File: src/rtl/contador_pkg.sv
// Shared constants and helpers for the parameterised BCD counter.
// Latency: none (package only).
// Backpressure: none (package only).
package contador_pkg;

    localparam int         BCD_W    = 4;
    localparam logic [3:0] BCD_MAX  = 4'd9;
    localparam int         NDIG_MAX = 8;

    // Builds a vector with the lowest ndig nibbles set to 9 and the rest 0.
    function automatic logic [NDIG_MAX*BCD_W-1:0] all_nines(input int ndig);
        logic [NDIG_MAX*BCD_W-1:0] r;
        r = '0;
        for (int i = 0; i < NDIG_MAX; i++) begin
            if (i < ndig) begin
                r[i*BCD_W +: BCD_W] = BCD_MAX;
            end
        end
        return r;
    endfunction

    // Any nibble above 9 is not a BCD digit; pin it to 9.
    function automatic logic [BCD_W-1:0] clamp_digit(input logic [BCD_W-1:0] d);
        return (d > BCD_MAX) ? BCD_MAX : d;
    endfunction

endpackage

File: src/rtl/bcd_digito.sv
// One BCD digit: registered value with load, carry-in increment and borrow-in decrement.
// Latency: value updates at the clock edge the command is sampled; carry/borrow out are combinational.
// Backpressure: none; a command is applied every cycle it is presented.
module bcd_digito
    import contador_pkg::*;
(
    input  logic             clock_i,
    input  logic             reset_i,
    input  logic             cin_i,
    input  logic             bin_i,
    input  logic             load_i,
    input  logic [BCD_W-1:0] load_val_i,
    output logic [BCD_W-1:0] digit_o,
    output logic             cout_o,
    output logic             bout_o
);

    logic [BCD_W-1:0] digit_q;
    logic [BCD_W-1:0] digit_d;

    // Next digit: load wins, then increment with 9->0 roll, then decrement with 0->9 roll.
    always_comb begin
        digit_d = digit_q;
        if (load_i) begin
            digit_d = clamp_digit(load_val_i);
        end else if (cin_i) begin
            digit_d = (digit_q == BCD_MAX) ? '0 : digit_q + 4'd1;
        end else if (bin_i) begin
            digit_d = (digit_q == '0) ? BCD_MAX : digit_q - 4'd1;
        end
    end

    // Digit register with synchronous reset to 0.
    always_ff @(posedge clock_i) begin
        if (reset_i) begin
            digit_q <= '0;
        end else begin
            digit_q <= digit_d;
        end
    end

    assign digit_o = digit_q;
    assign cout_o  = cin_i & (digit_q == BCD_MAX);
    assign bout_o  = bin_i & (digit_q == '0);

endmodule

File: src/rtl/contador_bcd_param.sv
// NDIG-digit BCD up/down counter driven by inc/dec rising edges, with load, wrap or saturate,
// and optional auto-restock on underflow (enabled by defining CONTADOR_AUTO_REPOR_EN).
// Latency: bcd/estouro/repor_pulso change at the edge where the input rise is sampled; no backpressure.
module contador_bcd_param
    import contador_pkg::*;
#(
    parameter int                      NDIG        = 2,
    parameter int                      WRAP        = 1,
    parameter logic [BCD_W*NDIG-1:0]   REPOR_VALOR = (BCD_W*NDIG)'(all_nines(NDIG))
) (
    input  logic                    clock,
    input  logic                    reset,
    input  logic                    inc,
    input  logic                    dec,
    input  logic                    load,
    input  logic [BCD_W*NDIG-1:0]   load_val,
    output logic [BCD_W*NDIG-1:0]   bcd,
    output logic                    zero,
    output logic                    cheio,
    output logic                    estouro,
    output logic                    repor_pulso
);

    localparam int                        W          = BCD_W * NDIG;
    localparam logic [NDIG_MAX*BCD_W-1:0] NINES_FULL = all_nines(NDIG);
    localparam logic [W-1:0]              NINES      = NINES_FULL[W-1:0];

`ifdef CONTADOR_AUTO_REPOR_EN
    localparam logic AUTO_REPOR = 1'b1;
`else
    localparam logic AUTO_REPOR = 1'b0;
`endif

    logic         inc_hist_q;
    logic         dec_hist_q;
    logic         estouro_q;
    logic         estouro_d;
    logic         inc_edge;
    logic         dec_edge;
    logic         up_req;
    logic         dn_req;
    logic         sat_up;
    logic         sat_dn;
    logic         up_go;
    logic         dn_go;
    logic         carry_top;
    logic         borrow_top;
    logic         restock;
    logic         dig_ld;
    logic [W-1:0] dig_ld_val;
    logic [W-1:0] bcd_w;

    assign inc_edge = inc & ~inc_hist_q;
    assign dec_edge = dec & ~dec_hist_q;

    // Simultaneous inc and dec edges cancel; a load discards any edge.
    assign up_req = inc_edge & ~dec_edge & ~load;
    assign dn_req = dec_edge & ~inc_edge & ~load;

    // In saturate mode a limit-crossing step is blocked before it reaches the digits.
    // With auto-restock the underflow step is instead overridden by the restock load.
    assign sat_up = up_req & cheio & (WRAP == 0);
    assign sat_dn = dn_req & zero & (WRAP == 0) & ~AUTO_REPOR;
    assign up_go  = up_req & ~sat_up;
    assign dn_go  = dn_req & ~sat_dn;

    assign restock    = AUTO_REPOR & borrow_top;
    assign dig_ld     = load | restock;
    assign dig_ld_val = load ? load_val : REPOR_VALOR;

    for (genvar g = 0; g < NDIG; g++) begin : g_dig
        logic cin_w;
        logic bin_w;
        logic cout_w;
        logic bout_w;

        if (g == 0) begin : g_lsd
            assign cin_w = up_go;
            assign bin_w = dn_go;
        end else begin : g_chain
            assign cin_w = g_dig[g-1].cout_w;
            assign bin_w = g_dig[g-1].bout_w;
        end

        bcd_digito u_dig (
            .clock_i    (clock),
            .reset_i    (reset),
            .cin_i      (cin_w),
            .bin_i      (bin_w),
            .load_i     (dig_ld),
            .load_val_i (dig_ld_val[g*BCD_W +: BCD_W]),
            .digit_o    (bcd_w[g*BCD_W +: BCD_W]),
            .cout_o     (cout_w),
            .bout_o     (bout_w)
        );
    end

    // Carry/borrow out of the top digit means the count wrapped past a limit.
    assign carry_top  = g_dig[NDIG-1].cout_w;
    assign borrow_top = g_dig[NDIG-1].bout_w;

    // Overflow flag: wrap or blocked saturation; a restocked underflow is not an overflow.
    always_comb begin
        estouro_d = 1'b0;
        if (carry_top || sat_up) begin
            estouro_d = 1'b1;
        end else if ((borrow_top || sat_dn) && !AUTO_REPOR) begin
            estouro_d = 1'b1;
        end
    end

    // Edge history tracks input levels every cycle, including during reset,
    // so a level held high across reset release is not seen as a new edge.
    always_ff @(posedge clock) begin
        inc_hist_q <= inc;
        dec_hist_q <= dec;
    end

    // Registered overflow pulse, cleared by reset.
    always_ff @(posedge clock) begin
        if (reset) begin
            estouro_q <= 1'b0;
        end else begin
            estouro_q <= estouro_d;
        end
    end

`ifdef CONTADOR_AUTO_REPOR_EN
    logic repor_q;

    // Registered restock pulse, cleared by reset.
    always_ff @(posedge clock) begin
        if (reset) begin
            repor_q <= 1'b0;
        end else begin
            repor_q <= restock;
        end
    end

    assign repor_pulso = repor_q;
`else
    assign repor_pulso = 1'b0;
`endif

    assign bcd     = bcd_w;
    assign zero    = (bcd_w == '0);
    assign cheio   = (bcd_w == NINES);
    assign estouro = estouro_q;

endmodule

File: config.mk
export PLATFORM = sky130hd
export DESIGN_NAME = contador_bcd_param
export DESIGN_NICKNAME = d
export VERILOG_FILES = /design/src/rtl/contador_pkg.sv /design/src/rtl/bcd_digito.sv /design/src/rtl/contador_bcd_param.sv
export SDC_FILE = /design/constraint.sdc
export NUM_CORES = 1
export LEC_CHECK = 0
export CAP_MARGIN = 20
export CORE_MARGIN = 1.5
export CORE_UTILIZATION = 31
export CTS_BUF_LIST = sky130_fd_sc_hd__clkbuf_8 sky130_fd_sc_hd__clkbuf_16
export CTS_CLUSTER_DIAMETER = 200
export DETAILED_ROUTE_END_ITERATION = 12
export PLACE_DENSITY = 0.57
export SLEW_MARGIN = 20
export SYNTH_ARGS = -nofsm -noshare
export SYNTH_HDL_FRONTEND = slang
export SYNTH_SLANG_ARGS = --single-unit
File: constraint.sdc
create_clock -name clock -period 2.6 [get_ports clock]
set_clock_uncertainty 0.1 [all_clocks]
set_input_delay 0.39 -clock clock [delete_from_list [all_inputs] [get_ports clock]]
set_output_delay 0.39 -clock clock [all_outputs]
set_load 0.02 [all_outputs]
# Yosys cells after proc, flatten, opt, wreduce, memory -nomap -nowiden
# Index checks and enable logic that the tools add are counted.
# totals
mem_count,0
ram_bits,0
wordCells,49
rom_bits,0
latch_bits,0
register_bits,11
output_inout_bits,12
# op_classes
n_mux,15
eq_ne,3
bitwise,15
n_lt_le_gt_ge,2
div,0
n_mul,0
n_shift,0
reduce_logical,5
add_sub_neg,4
# op_table
op,n
4-bit 2-to-1 mux,12
1-bit AND,10
"4-bit by 1-bit adder with 4-bit output, second input constant",2
"4-bit == test, second input constant",2
"8-bit == test, second input constant",1
"4-bit > comparator, second input constant",2
4-bit logical NOT,2
8-bit logical NOT,1
8-bit 2-to-1 mux,1
"4-bit by 1-bit subtractor with 4-bit output, second input constant",2
3-bit nonzero test,2
1-bit inverter,5
1-bit 2-to-1 mux,2

# Depth between registers and ports, before layout
# Gate-level depths: netlist (run 1).
# depth
word_depth,9
depth_mapped,7
depth_no_buf,5

# By module
# From an unflattened synthesis (run 1), not the netlist that was laid out.
# unflattened
hier_cells,128
hier_area_um2,1002.2
# modules_own_cells
module,cells_per_inst,instances,seq_area_each_um2,area_each_um2
bcd_digito,52,2,80.1,406.6
contador_bcd_param,24,1,60.1,188.9

# Worst setup path before layout (run 1)
# No wires, ideal clock.
# synth_timing
kind,flip-flop to output port
start,reg g_dig[1].u_dig.digit_q[0]
end,out zero
arrival_time_ps,1575
setup_slack_ps,535
path_stages_with_launch,5
n_path_buf,1
cell_sequence,dfxtp_1 > buf_2 > nor3_1 > nand2_1 > nor3_1
# synth_via
elab_chain_len,1
# synth_rtl
item,line,rtl
from (decl),bcd_digito.sv:18,logic [BCD_W-1:0] digit_q;
from (signal assigned),bcd_digito.sv:38,digit_q <= digit_d;
8-bit logical NOT,contador_bcd_param.sv:146,assign zero = (bcd_w == '0);
to (decl),contador_bcd_param.sv:18,"output logic zero,"
# Every way passes these cells.

# Worst setup path in the final report (run 1)
# layout_timing
start,reg g_dig[1].u_dig.digit_q[2]
end,out zero
# The elaborated chain is that of the path after synthesis.

==> impl_metrics.json, run 1 <==
{
  "status": "finished, final reports clean",
  "drc": 0,
  "antenna_left": 0,
  "cts.sinks": 11,
  "layout-drive-gt1-share_pct": 13.64,
  "grt_usage_pct": 14.78,
  "grt_pass1_vias": 799,
  "p_int_mw": 0.3774,
  "synth_warnings": 0,
  "cts_root_buf": "clkbuf_8",
  "syn_area_um2": 873.3,
  "synth_fp_nets": 123,
  "power.leakage_nw": 0.4464,
  "layout_common_cells": "23 x clkdlybuf4s50_1, 13 x nor2_1, 11 x dfxtp_1",
  "syn_inst": 110,
  "power.switching_mw": 0.1792,
  "holdCritPathClass": "in2reg",
  "setup.worst_path.end_class": "output port",
  "ir_worst_vdd_mv": 0.3805,
  "fillers": 299,
  "maxCapViolCount": 0,
  "final_common_cell": "clkdlybuf4s50_1",
  "final-seq-area_um2": 220.2,
  "start_util_pct": 32.23,
  "switching_share_pct": 32.19,
  "die_y_um": 56.08,
  "routabilityCongestion": 0.8059,
  "numCtsBuffers": 3,
  "power_density_mw_per_mm2": 477.3,
  "worstHoldPathCells": 1,
  "synthArstFlopShare_pct": 0,
  "rsz0062_at_grt": "false",
  "synth-edff-count": 0,
  "min_to": "inc_hist_q",
  "ys_seq_area_share_pct": 25.21,
  "core-area_mm2": 0.002710,
  "critPathMaxFanout": 12,
  "fin_crit_ns": 2.408,
  "synth_cell_types": 44,
  "r2r_cells": 4,
  "ios": 25,
  "clk_pin_slew_ns": 0.05,
  "dp_hpwl_um": 1650,
  "overflow": 0,
  "r2r_setup_slack_ns": 0.76,
  "vias": 870,
  "vias_per_cell": 5.337,
  "cts_setup_buffers": 0,
  "drtIter0Drc": 13,
  "max_clock_freq_mhz": 415.2,
  "post-route-period-util_pct": 92.63,
  "required_ns": 2.11,
  "die-area_mm2": 0.003144,
  "path_class": "reg2out",
  "hold_viol_final": 0,
  "ys_ff_latch": 11,
  "r2r-end": "g_dig[1].u_dig.digit_o[2]",
  "multi_input_area_um2": 571.8,
  "cp_data_arrival_time_ns": 1.92,
  "r2r_start": "g_dig[0].u_dig.digit_o[1]",
  "seqPwrFrac_pct": 35.7,
  "p_total_mw": 0.5566,
  "grt_pass1_wl_um": 3636,
  "critPathLaunchType": "flip-flop",
  "drt-total-wl_um": 2148,
  "nNetsFinal": 146,
  "cts_tree": "yes",
  "clk_latency_ns": 0.24,
  "fp.dieW_um": 56.08,
  "port_buffers": 23,
  "grt_max_degree": 14,
  "max-clock-path-buffers": 2,
  "comb_power_share_pct": 33.0,
  "antenna_found_initial": 0,
  "num_rows": 19,
  "syn_avg_cell_area_um2": 7.939,
  "setup_viol": 0,
  "ctsHoldBuffers": 0,
  "clock_power_share_pct": 31.3,
  "drv_slew": 0,
  "postCtsResizedCells": 0,
  "drtPass1Iterations": 4,
  "wl_per_cell_um": 13.18,
  "min_from": "inc",
  "tns_ns": 0,
  "ys.flop_type": "dfxtp_1",
  "syn2layout_area_growth_pct": 33.52,
  "antenna_cells": 0,
  "htree_levels": 1
}
cells in the mapped netlist, drive strengths merged (2+ instances only):
master	count	area (µm²)
nor3	8	45.04
a22oi	2	15.01
dfxtp	11	220.2
a21oi	5	25.02
xor2	4	42.55
or3	2	17.52
a211oi	2	15.01
and3	3	23.77
a31oi	3	18.77
and4	2	17.52
nand2	4	15.01
nor2	13	48.80
inv	2	7.510
a311oi	2	23.77
nand3	4	20.02
clkbuf	2	7.510
o21ai	8	40.03
nor4	2	12.51
buf	10	66.30
nor2b	2	12.51
a21o	2	15.01
xnor2	2	17.52
nand2b	3	18.77
worst max-delay path, stage by stage, from the launching register on:
cell and delay, ns:
dfxtp_1 0.42, nor3_1 0.29, nand2_1 0.09, nor3_1 0.23
clkdlybuf4s50_1 0.66
layer usage:
metal,up-vias,wire [µm],track usage [%]
met5,-,0,0
met4,0,48,7.823
li1,446,-,-
met3,5,130,3.953
met1,391,966,18.80
met2,28,1003,22.69
power groups by stage:
| stage | Clock (mW) | Sequential [mW] | Combinational [mW] |
|---|---|---|---|
| 6_report | 0.174 | 0.199 | 0.184 |
| 5_1_grt | 0.183 | 0.201 | 0.201 |
| 4_1_cts | 0.177 | 0.199 | 0.185 |
| 3_5_place_dp | 0 | 0.203 | 0.184 |
| 3_3_place_gp | 0 | 0.202 | 0.183 |
| 2_1_floorplan | 0 | 0.208 | 0.110 |
how the worst max path moves through the flow:
stage                                    from                         to  slack [ns]
floorplan           g_dig[1].u_dig.digit_o[0]                       zero        0.53
global placement                          dec  g_dig[1].u_dig.digit_o[2]        0.38
global route        g_dig[1].u_dig.digit_o[2]                       zero        0.09
finish              g_dig[1].u_dig.digit_o[2]                       zero        0.19
CTS                 g_dig[1].u_dig.digit_o[2]                       zero        0.17
detailed placement                        inc  g_dig[0].u_dig.digit_o[1]        0.37
cell type report:
class | count | area share (%)
Clock buffer | 3 | 3.541
Clock inverter | 1 | 0.3219
Inverter | 2 | 0.6438
Multi-Input combinational cell | 85 | 49.03
Sequential cell | 11 | 18.88
Tap cell | 31 | 3.326
Timing Repair Buffer | 30 | 24.25
metrics by stage:
step | util [%] | instances | cell area (µm²) | setup slack (ns) | hold WS, ns
finish | 43.03 | 163 | 1166 | 0.1916 | 0.5213
global route | 43.03 | 163 | 1166 | 0.08796 | 0.5297
CTS | 43.03 | 163 | 1166 | 0.1674 | 0.5230
detailed placement | 41.37 | 159 | 1121 | 0.3720 | 0.5421
global placement | 41.37 | 159 | 1121 | 0.3794 | 0.5242
floorplan | - | 110 | 873.3 | 0.5349 | 0.3177
registers in the layout (all words and copies together) (netlist names):
| name | count |
|---|---|
| g_dig.u_dig.digit_o | 8 |
| dec_hist_q | 1 |
| estouro | 1 |
| inc_hist_q | 1 |
kinds of logic after synthesis:
family | after synthesis | synth area share (%)
muxes | 1 | 1.146
and+or+nand+nor | 47 | 32.66
other | 1 | 0.4294
AOI/OAI and AO/OA | 30 | 24.35
xor gates and xnor gates | 6 | 6.878
buffers and inverters | 14 | 9.311
DFF | 11 | 25.21
Power figures use the tool's default switching activity.
==> inputs of run 2 (changes only) <==
--- a/config.mk
+++ b/config.mk
@@ -12,4 +12,5 @@
 export CTS_CLUSTER_DIAMETER = 200
 export DETAILED_ROUTE_END_ITERATION = 12
+export GPL_ROUTABILITY_DRIVEN = 0
 export PLACE_DENSITY = 0.57
 export SLEW_MARGIN = 20
==> constraint.sdc (replaced) <==
create_clock -name clock -period 2.6 [get_ports clock]
set_clock_uncertainty 0.1 [all_clocks]
set_input_delay 0.52 -clock clock [delete_from_list [all_inputs] [get_ports clock]]
set_output_delay 0.52 -clock clock [all_outputs]
set_load 0.02 [all_outputs]
==> run 2 against run 1 <==
  * Sequential share of layout area fell by 0.28 points
  * Register-to-register slack improved by 0.03 ns
  * Critical endpoint is now cheio
  * Clock-buffer cell count did not move
  * Hold slack improved by 0.059 ns
  * Combinational power rose by 5%
  * Critical path depth fell by 1
  * Fmax fell by 1.3%
==> impl_metrics.json, run 2 (synthesis results as in run 1) <==
{
  "drtPass1Iterations": 6,
  "setup.worst_path.end_class": "output port",
  "grt_pass1_vias": 802,
  "overflow": 0,
  "setup_viol": 0,
  "path_class": "reg2out",
  "port_buffers": 23,
  "antenna_cells": 0,
  "critPathMaxFanout": 8,
  "cts.sinks": 11,
  "ir_worst_vdd_mv": 0.3381,
  "hold_viol_final": 0,
  "fp.dieW_um": 56.08,
  "layout_common_cells": "22 x clkdlybuf4s50_1, 13 x nor2_1, 11 x dfxtp_1",
  "holdCritPathClass": "reg2reg",
  "rsz0062_at_grt": "false",
  "clk_latency_ns": 0.24,
  "drt-total-wl_um": 2269,
  "cp_slowest_stage_delay_ns": 0.61,
  "crit_chain": "and4bb_1 -> and4_1 -> clkdlybuf4s50_1",
  "drv_slew": 0,
  "die-area_mm2": 0.003144,
  "core-area_mm2": 0.002710,
  "htree_levels": 1,
  "start_util_pct": 32.23,
  "fin_crit_ns": 2.440,
  "grt_max_degree": 14,
  "cts_root_buf": "clkbuf_8",
  "maxCapViolCount": 0,
  "dp_hpwl_um": 1673,
  "antenna_found_initial": 0,
  "clk_pin_slew_ns": 0.05,
  "final-seq-area_um2": 220.2,
  "status": "finished, final reports clean",
  "required_ns": 1.98,
  "drtIter0Drc": 31,
  "max_clock_freq_mhz": 409.8,
  "power.leakage_nw": 0.4725,
  "critPathLaunchType": "flip-flop",
  "fillers": 294,
  "cts_tree": "yes",
  "drc": 0,
  "num_rows": 19,
  "numCtsBuffers": 3,
  "syn2layout_area_growth_pct": 35.53,
  "post-route-period-util_pct": 93.86,
  "largest_reg_flops": 8,
  "die_y_um": 56.08,
  "nNetsFinal": 148,
  "ctsHoldBuffers": 0,
  "final_common_cell": "clkdlybuf4s50_1",
  "ios": 25,
  "multi_input_area_um2": 571.8,
  "layout-drive-gt1-share_pct": 14.93,
  "tns_ns": 0,
  "setup_ws_ns": 0.1595,
  "place_worst_setup_slack_ns": 0.2376,
  "wl_per_cell_um": 13.75,
  "antenna_left": 0,
  "vias_per_cell": 5.255,
  "grt_pass1_wl_um": 3719,
  "vias": 867,
  "max-clock-path-buffers": 2,
  "power_density_mw_per_mm2": 470.5,
  "grt_usage_pct": 14.97,
  "cpMaxStageDelayCell": "clkdlybuf4s50_1",
  "cp_data_arrival_time_ns": 1.82
}
## run 2: cell count changes in the layout (fill, tap and decap cells not counted), sizes merged
cell,delta
buf,+2
clkdlybuf4s50,-1
dlymetal6s2s,+1
## run 2: worst paths after layout
check / startpoint / to / slack [ns] / cells after the start
worst max-delay path: g_dig[0].u_dig.digit_o[2] / cheio / 0.16 / 3
worst min register to register: g_dig[1].u_dig.digit_o[2] / g_dig[1].u_dig.digit_o[2] / 0.58 / 3
worst min-delay path: g_dig[1].u_dig.digit_o[2] / g_dig[1].u_dig.digit_o[2] / 0.58 / 3
worst max register to register: g_dig[0].u_dig.digit_o[2] / g_dig[1].u_dig.digit_o[1] / 0.79 / 4
## run 2: cell type report
cell class                      count  area share, %
Timing Repair Buffer               32          25.37
Sequential cell                    11          18.60
Tap cell                           31          3.277
Clock buffer                        3          3.488
Clock inverter                      1         0.3171
Multi-Input combinational cell     85          48.31
Inverter                            2         0.6342
## run 2: worst max-delay path, delay by kind of cell, from the launching register on
family	cells	cell delay [ns]
buf+inv	1	0.61
flops	1	0.39
simple gates	2	0.58
## run 2: what timing repair did
action,4_1_cts,5_1_grt
setup endpoints to repair,0,1
setup buffers,0,0
endpoints found under the hold margin,0,0
resized for setup,0,1
## run 2: power breakdown
part           switching [mW]  internal, mW
sequential             0.0131         0.181
combinational          0.0985        0.0946
clock                  0.0655         0.104
total                   0.177         0.380
## run 2: layer usage
layer / vias to the layer above / routed length (µm) / global-route usage [%]
met1: 385 / 1059 / 20.09
met3: 4 / 133 / 3.721
met2: 30 / 1043 / 23.36
met5: - / 0 / 0
met4: 0 / 32 / 5.102
li1: 448 / - / -
## run 2: per-stage QoR
stage          power (mW)  instances  hold slack [ns]  cell area [µm²]  util [%]
2_1_floorplan      0.3177        110           0.4477            873.3         -
3_3_place_gp       0.3891        161           0.5621             1136     41.92
3_5_place_dp       0.3909        161           0.5647             1136     41.92
4_1_cts            0.5624        165           0.5746             1181     43.58
5_1_grt            0.5916        165           0.6337             1184     43.68
6_report           0.5569        165           0.5801             1184     43.68
==> RTL change 1: new RTL, flow settings as in run 2 <==
Register the inputs `inc`, `dec`, `load` and `load_val` before use, with the module's reset. The logic sees them one clock later. Comments in the files are not updated.
--- a/src/rtl/contador_bcd_param.sv
+++ b/src/rtl/contador_bcd_param.sv
@@ -27,2 +27,21 @@
 
+    logic inc_q;
+    logic dec_q;
+    logic load_q;
+    logic [BCD_W*NDIG-1:0] load_val_q;
+
+    always_ff @(posedge clock) begin
+        if (reset) begin
+            inc_q      <= '0;
+            dec_q      <= '0;
+            load_q     <= '0;
+            load_val_q <= '0;
+        end else begin
+            inc_q      <= inc;
+            dec_q      <= dec;
+            load_q     <= load;
+            load_val_q <= load_val;
+        end
+    end
+
 `ifdef CONTADOR_AUTO_REPOR_EN
@@ -52,8 +71,8 @@
 
-    assign inc_edge = inc & ~inc_hist_q;
-    assign dec_edge = dec & ~dec_hist_q;
+    assign inc_edge = inc_q & ~inc_hist_q;
+    assign dec_edge = dec_q & ~dec_hist_q;
 
     // Simultaneous inc and dec edges cancel; a load discards any edge.
-    assign up_req = inc_edge & ~dec_edge & ~load;
-    assign dn_req = dec_edge & ~inc_edge & ~load;
+    assign up_req = inc_edge & ~dec_edge & ~load_q;
+    assign dn_req = dec_edge & ~inc_edge & ~load_q;
 
@@ -67,4 +86,4 @@
     assign restock    = AUTO_REPOR & borrow_top;
-    assign dig_ld     = load | restock;
-    assign dig_ld_val = load ? load_val : REPOR_VALOR;
+    assign dig_ld     = load_q | restock;
+    assign dig_ld_val = load_q ? load_val_q : REPOR_VALOR;
 
@@ -114,4 +133,4 @@
     always_ff @(posedge clock) begin
-        inc_hist_q <= inc;
-        dec_hist_q <= dec;
+        inc_hist_q <= inc_q;
+        dec_hist_q <= dec_q;
     end
Behaviour: not the same (a bounded check fails within 4 cycles, from zero or initial values and one cycle with reset high).
==> RTL change 1 against run 2 <==
- sequential cell count rose by 11
- synthesized area rose by 34%
- routed wire length rose by 5.6%
- total power rose by 50%
- largest power group unchanged
- cell area rose by 25%
- fmax fell by 1.0%
- combinational power rose by 7%
- worst setup slack got worse by 0.025 ns
==> RTL change 1: results (changes against run 2) <==
Run status
  • Status: complete, no violations

CTS
  • Clock-pin slew of the registers on the worst-case setup and hold paths: 0.07 ns (+0.02 ns)
  • Clk_lat worst skew: 0.26 ns (+0.02 ns)

Placement
  • DP Area: 1425 um2 (+25%)
  • DP Wirelength: 1778 um (+6.3%)

Logic synthesis
  • Library cells used by synthesis: 45 (+2.3%)
  • Post-synthesis xor/xnor area fraction: 3.755% (-3.1 points)
  • Compound-gate portion of the synthesized area: 23.50% (-0.86 points)
  • Top cells by count, synth: 22 x dfxtp_1, 14 x nor2b_1, 11 x nor2_1
  • Proportion of synthesized area in mux cells: 2.146% (+1.0 points)
  • Sequential fraction of the synthesis area: 37.77% (+13 points)

Layout
  • Ratio of cells with drive above 1 in the final layout: 11.46% (-3.5 points)
  • Fin nets: 171 (+16%)

Global routing
  • First-pass GRT wire length: 3905 um (+5.0%)
  • Met1 global-route usage: 16.90% (-3.2 points)
  • Met2 usage: 17.58% (-5.8 points)
  • Vias in the first global route: 856 (+6.7%)
  • Met3 Usage GRT: 2.113% (-1.6 points)
  • GRT Util Overall: 11.90% (-3.1 points)

Routing
  • Metal-1 WL: 1138 um (+7.5%)
  • WL met3: 142 um (+6.8%)
  • Vias per cell: 4.946 (-5.9%)
  • First-iteration detailed-routing DRC count: 92 (+200%)
  • Metal2 WL: 1084 um (+3.9%)

Critical path
  • FF-to-FF setup slack: 0.55 ns (-0.24 ns)
  • Reg2Reg Depth: 5 (+1)
  • Critical path fanouts, max: 12 (+4)

Min path
  • Hold path depth: 0 (-3)
  • HP Start: inc_q
  • Hold endpoint: inc_hist_q

Power and ir drop
  • LEAKAGE: 0.5349 nW (+13%)
  • Sw Ratio: 28.23% (-3.6 points)
## RTL change 1: metrics by stage
stage	setup WS (ns)	hold slack, ns	instances	power, W
3_3_place_gp	0.4519	0.2324	201	0.0006014
2_1_floorplan	0.6660	0.2248	138	0.0005261
4_1_cts	0.1290	0.2509	205	0.0008413
3_5_place_dp	0.4172	0.2333	201	0.0006041
5_1_grt	0.01653	0.2705	205	0.0008814
6_report	0.1348	0.2474	205	0.0008361
## RTL change 1: power groups by stage
stage               sequential (W)  clock [W]  combinational (W)
global route              0.000395   0.000261           0.000225
CTS                       0.000391   0.000244           0.000206
floorplan                 0.000397          0           0.000129
detailed placement        0.000399          0           0.000205
global placement          0.000397          0           0.000204
finish                    0.000391   0.000239           0.000206
## RTL change 1: area by class of cell
class	count	area [um2]
repair buffers	27	260.3
flip-flops and latches	22	440.4
well taps	48	60.06
multi-input cells	101	653.1
fillers	383	2153
clock buffers	4	55.05
inverters	3	11.26
==> RTL change 2: new RTL, settings of run 2 <==
Without the edit above. `WRAP`: 1 -> 0.
--- a/src/rtl/contador_bcd_param.sv
+++ b/src/rtl/contador_bcd_param.sv
@@ -7,3 +7,3 @@
     parameter int                      NDIG        = 2,
-    parameter int                      WRAP        = 1,
+    parameter int                      WRAP        = 0,
     parameter logic [BCD_W*NDIG-1:0]   REPOR_VALOR = (BCD_W*NDIG)'(all_nines(NDIG))
Formal check against the unedited RTL: not equivalent (Yosys sat finds a counterexample within 4 cycles, from zero or initial values and one cycle with reset high).
==> RTL change 2 against run 2 <==
- total power is 0.16% higher
- worst setup slack worse by 0.040 ns
- synthesized area is 5.4% higher
- cell area is 5.3% higher
- clock power is 7% higher
- sequential cell count stayed put
- routed wire length is 9.3% higher
- count of clock-buffer cells in the layout stayed put
==> RTL change 2: results (changes against run 2) <==
Run status
  • Status: complete, no violations

Layout
  • Count of multi-input gates: 83 (-2.4%)
  • Non-clock buffers, area share: 22.89% (-2.5 points)
  • Ratio of cells with drive above 1 in the final layout: 17.39% (+2.5 points)
  • Plain + repair buffers: 30 (-6.3%)
  • ANT cells: 0 (unchanged)
  • Fin nets: 152 (+2.7%)
  • Inverters, non-clock: 10 (+8)
  • Sequential cells: 11 (unchanged)
  • ClkCell Share: 3.614% (-0.19 points)
  • Sequential share of cell area: 17.67% (-0.93 points)
  • Fillers: 284 (-3.4%)
  • Multi-input logic area: 619.3 um2 (+8.3%)

Logic synthesis
  • Synth top area cells: dfxtp_1 24%, o21ai_0 4.9%, xnor2_1 4.8%
  • Top cells by count, synth: 11 x dfxtp_1, 10 x inv_1, 9 x o21ai_0
  • Sequential fraction of the synthesis area: 23.91% (-1.3 points)
  • Main combinational cell family by area after synthesis: compound AO/OA/AOI/OAI gates
  • Proportion of synthesized area in mux cells: 2.174% (+1.0 points)
  • Ys Warns: 0 (unchanged)
  • Mapped Nets: 127 (+3.3%)
  • Compound-gate portion of the synthesized area: 31.93% (+7.6 points)
  • Library cells used by synthesis: 48 (+9.1%)
  • Post-synthesis xor/xnor area fraction: 4.755% (-2.1 points)

Routing
  • WL met3: 141 um (+6.0%)
  • WL/cell: 14.68 um (+6.8%)
  • Vias per cell: 5.586 (+6.3%)
  • First-iteration detailed-routing DRC count: 34 (+9.7%)
  • Metal-1 WL: 1152 um (+8.8%)
  • Metal2 WL: 1145 um (+9.8%)

Power and ir drop
  • VDD IR max: 0.0004447 V (+32%)
  • LEAKAGE: 0.4635 nW (-1.9%)

Min path
  • Hold endpoint: g_dig[0].u_dig.digit_o[3]
  • Hold path depth: 2 (-1)
  • HP Start: g_dig[0].u_dig.digit_o[3]

Global routing
  • Met1 global-route usage: 20.97% (+0.88 points)
  • Met2 usage: 25.16% (+1.8 points)
  • Vias in the first global route: 920 (+15%)
  • Met3 Usage GRT: 5.215% (+1.5 points)
  • GRT Util Overall: 16.31% (+1.3 points)
  • Largest net degree at the start of global routing: 12 (-2)
  • First-pass GRT wire length: 4188 um (+13%)

CTS
  • Clk_lat worst skew: 0.25 ns
  • CTS H-tree depth: 1 (unchanged)

Critical path
  • Critical path fanouts, max: 11 (+3)
  • CP startpoint: g_dig[0].u_dig.digit_o[3]
  • WP data arrival: 1.86 ns (+0.04 ns)
  • FF-to-FF setup slack: 0.65 ns (-0.14 ns)
  • Reg2Reg Depth: 5 (+1)

Placement
  • DP Wirelength: 1798 um (+7.4%)
  • Worst slack at placement: 0.1107 ns (-0.1268 ns)

Timing
  • Worst setup margin: 0.1194 ns (-0.04013 ns)
  • Hold slack: 0.5736 ns (-0.006594 ns)
[RTL change 2: cell types whose count changed after synthesis, moves of 3 or more]
cell and delta:
inv_1 +8, nand2_1 +3, nor2_1 -10, nor3_1 -3, o21ai_0 +4, xnor2_1 +3, xor2_1 -3
[RTL change 2: through the flow]
stage | area [um2] | util (%) | instances
floorplan | 920.9 | - | 114
global placement | 1186 | 42.65 | 165
detailed placement | 1186 | 42.65 | 165
CTS | 1231 | 44.26 | 169
global route | 1246 | 44.80 | 169
finish | 1246 | 44.80 | 169
[RTL change 2: where the power goes]
group	internal [W]	leakage (nW)	total (W)	switching [W]
clock network	0.000104	0.0269	0.000181	0.0000763
logic	0.0000890	0.346	0.000175	0.0000863
registers	0.000180	0.0911	0.000202	0.0000217
total	0.000373	0.464	0.000558	0.000184
[RTL change 2: repair_timing]
action / 4_1_cts / 5_1_grt
setup endpoints to repair: 0 / 1
setup buffers: 0 / 0
resized for setup: 0 / 3
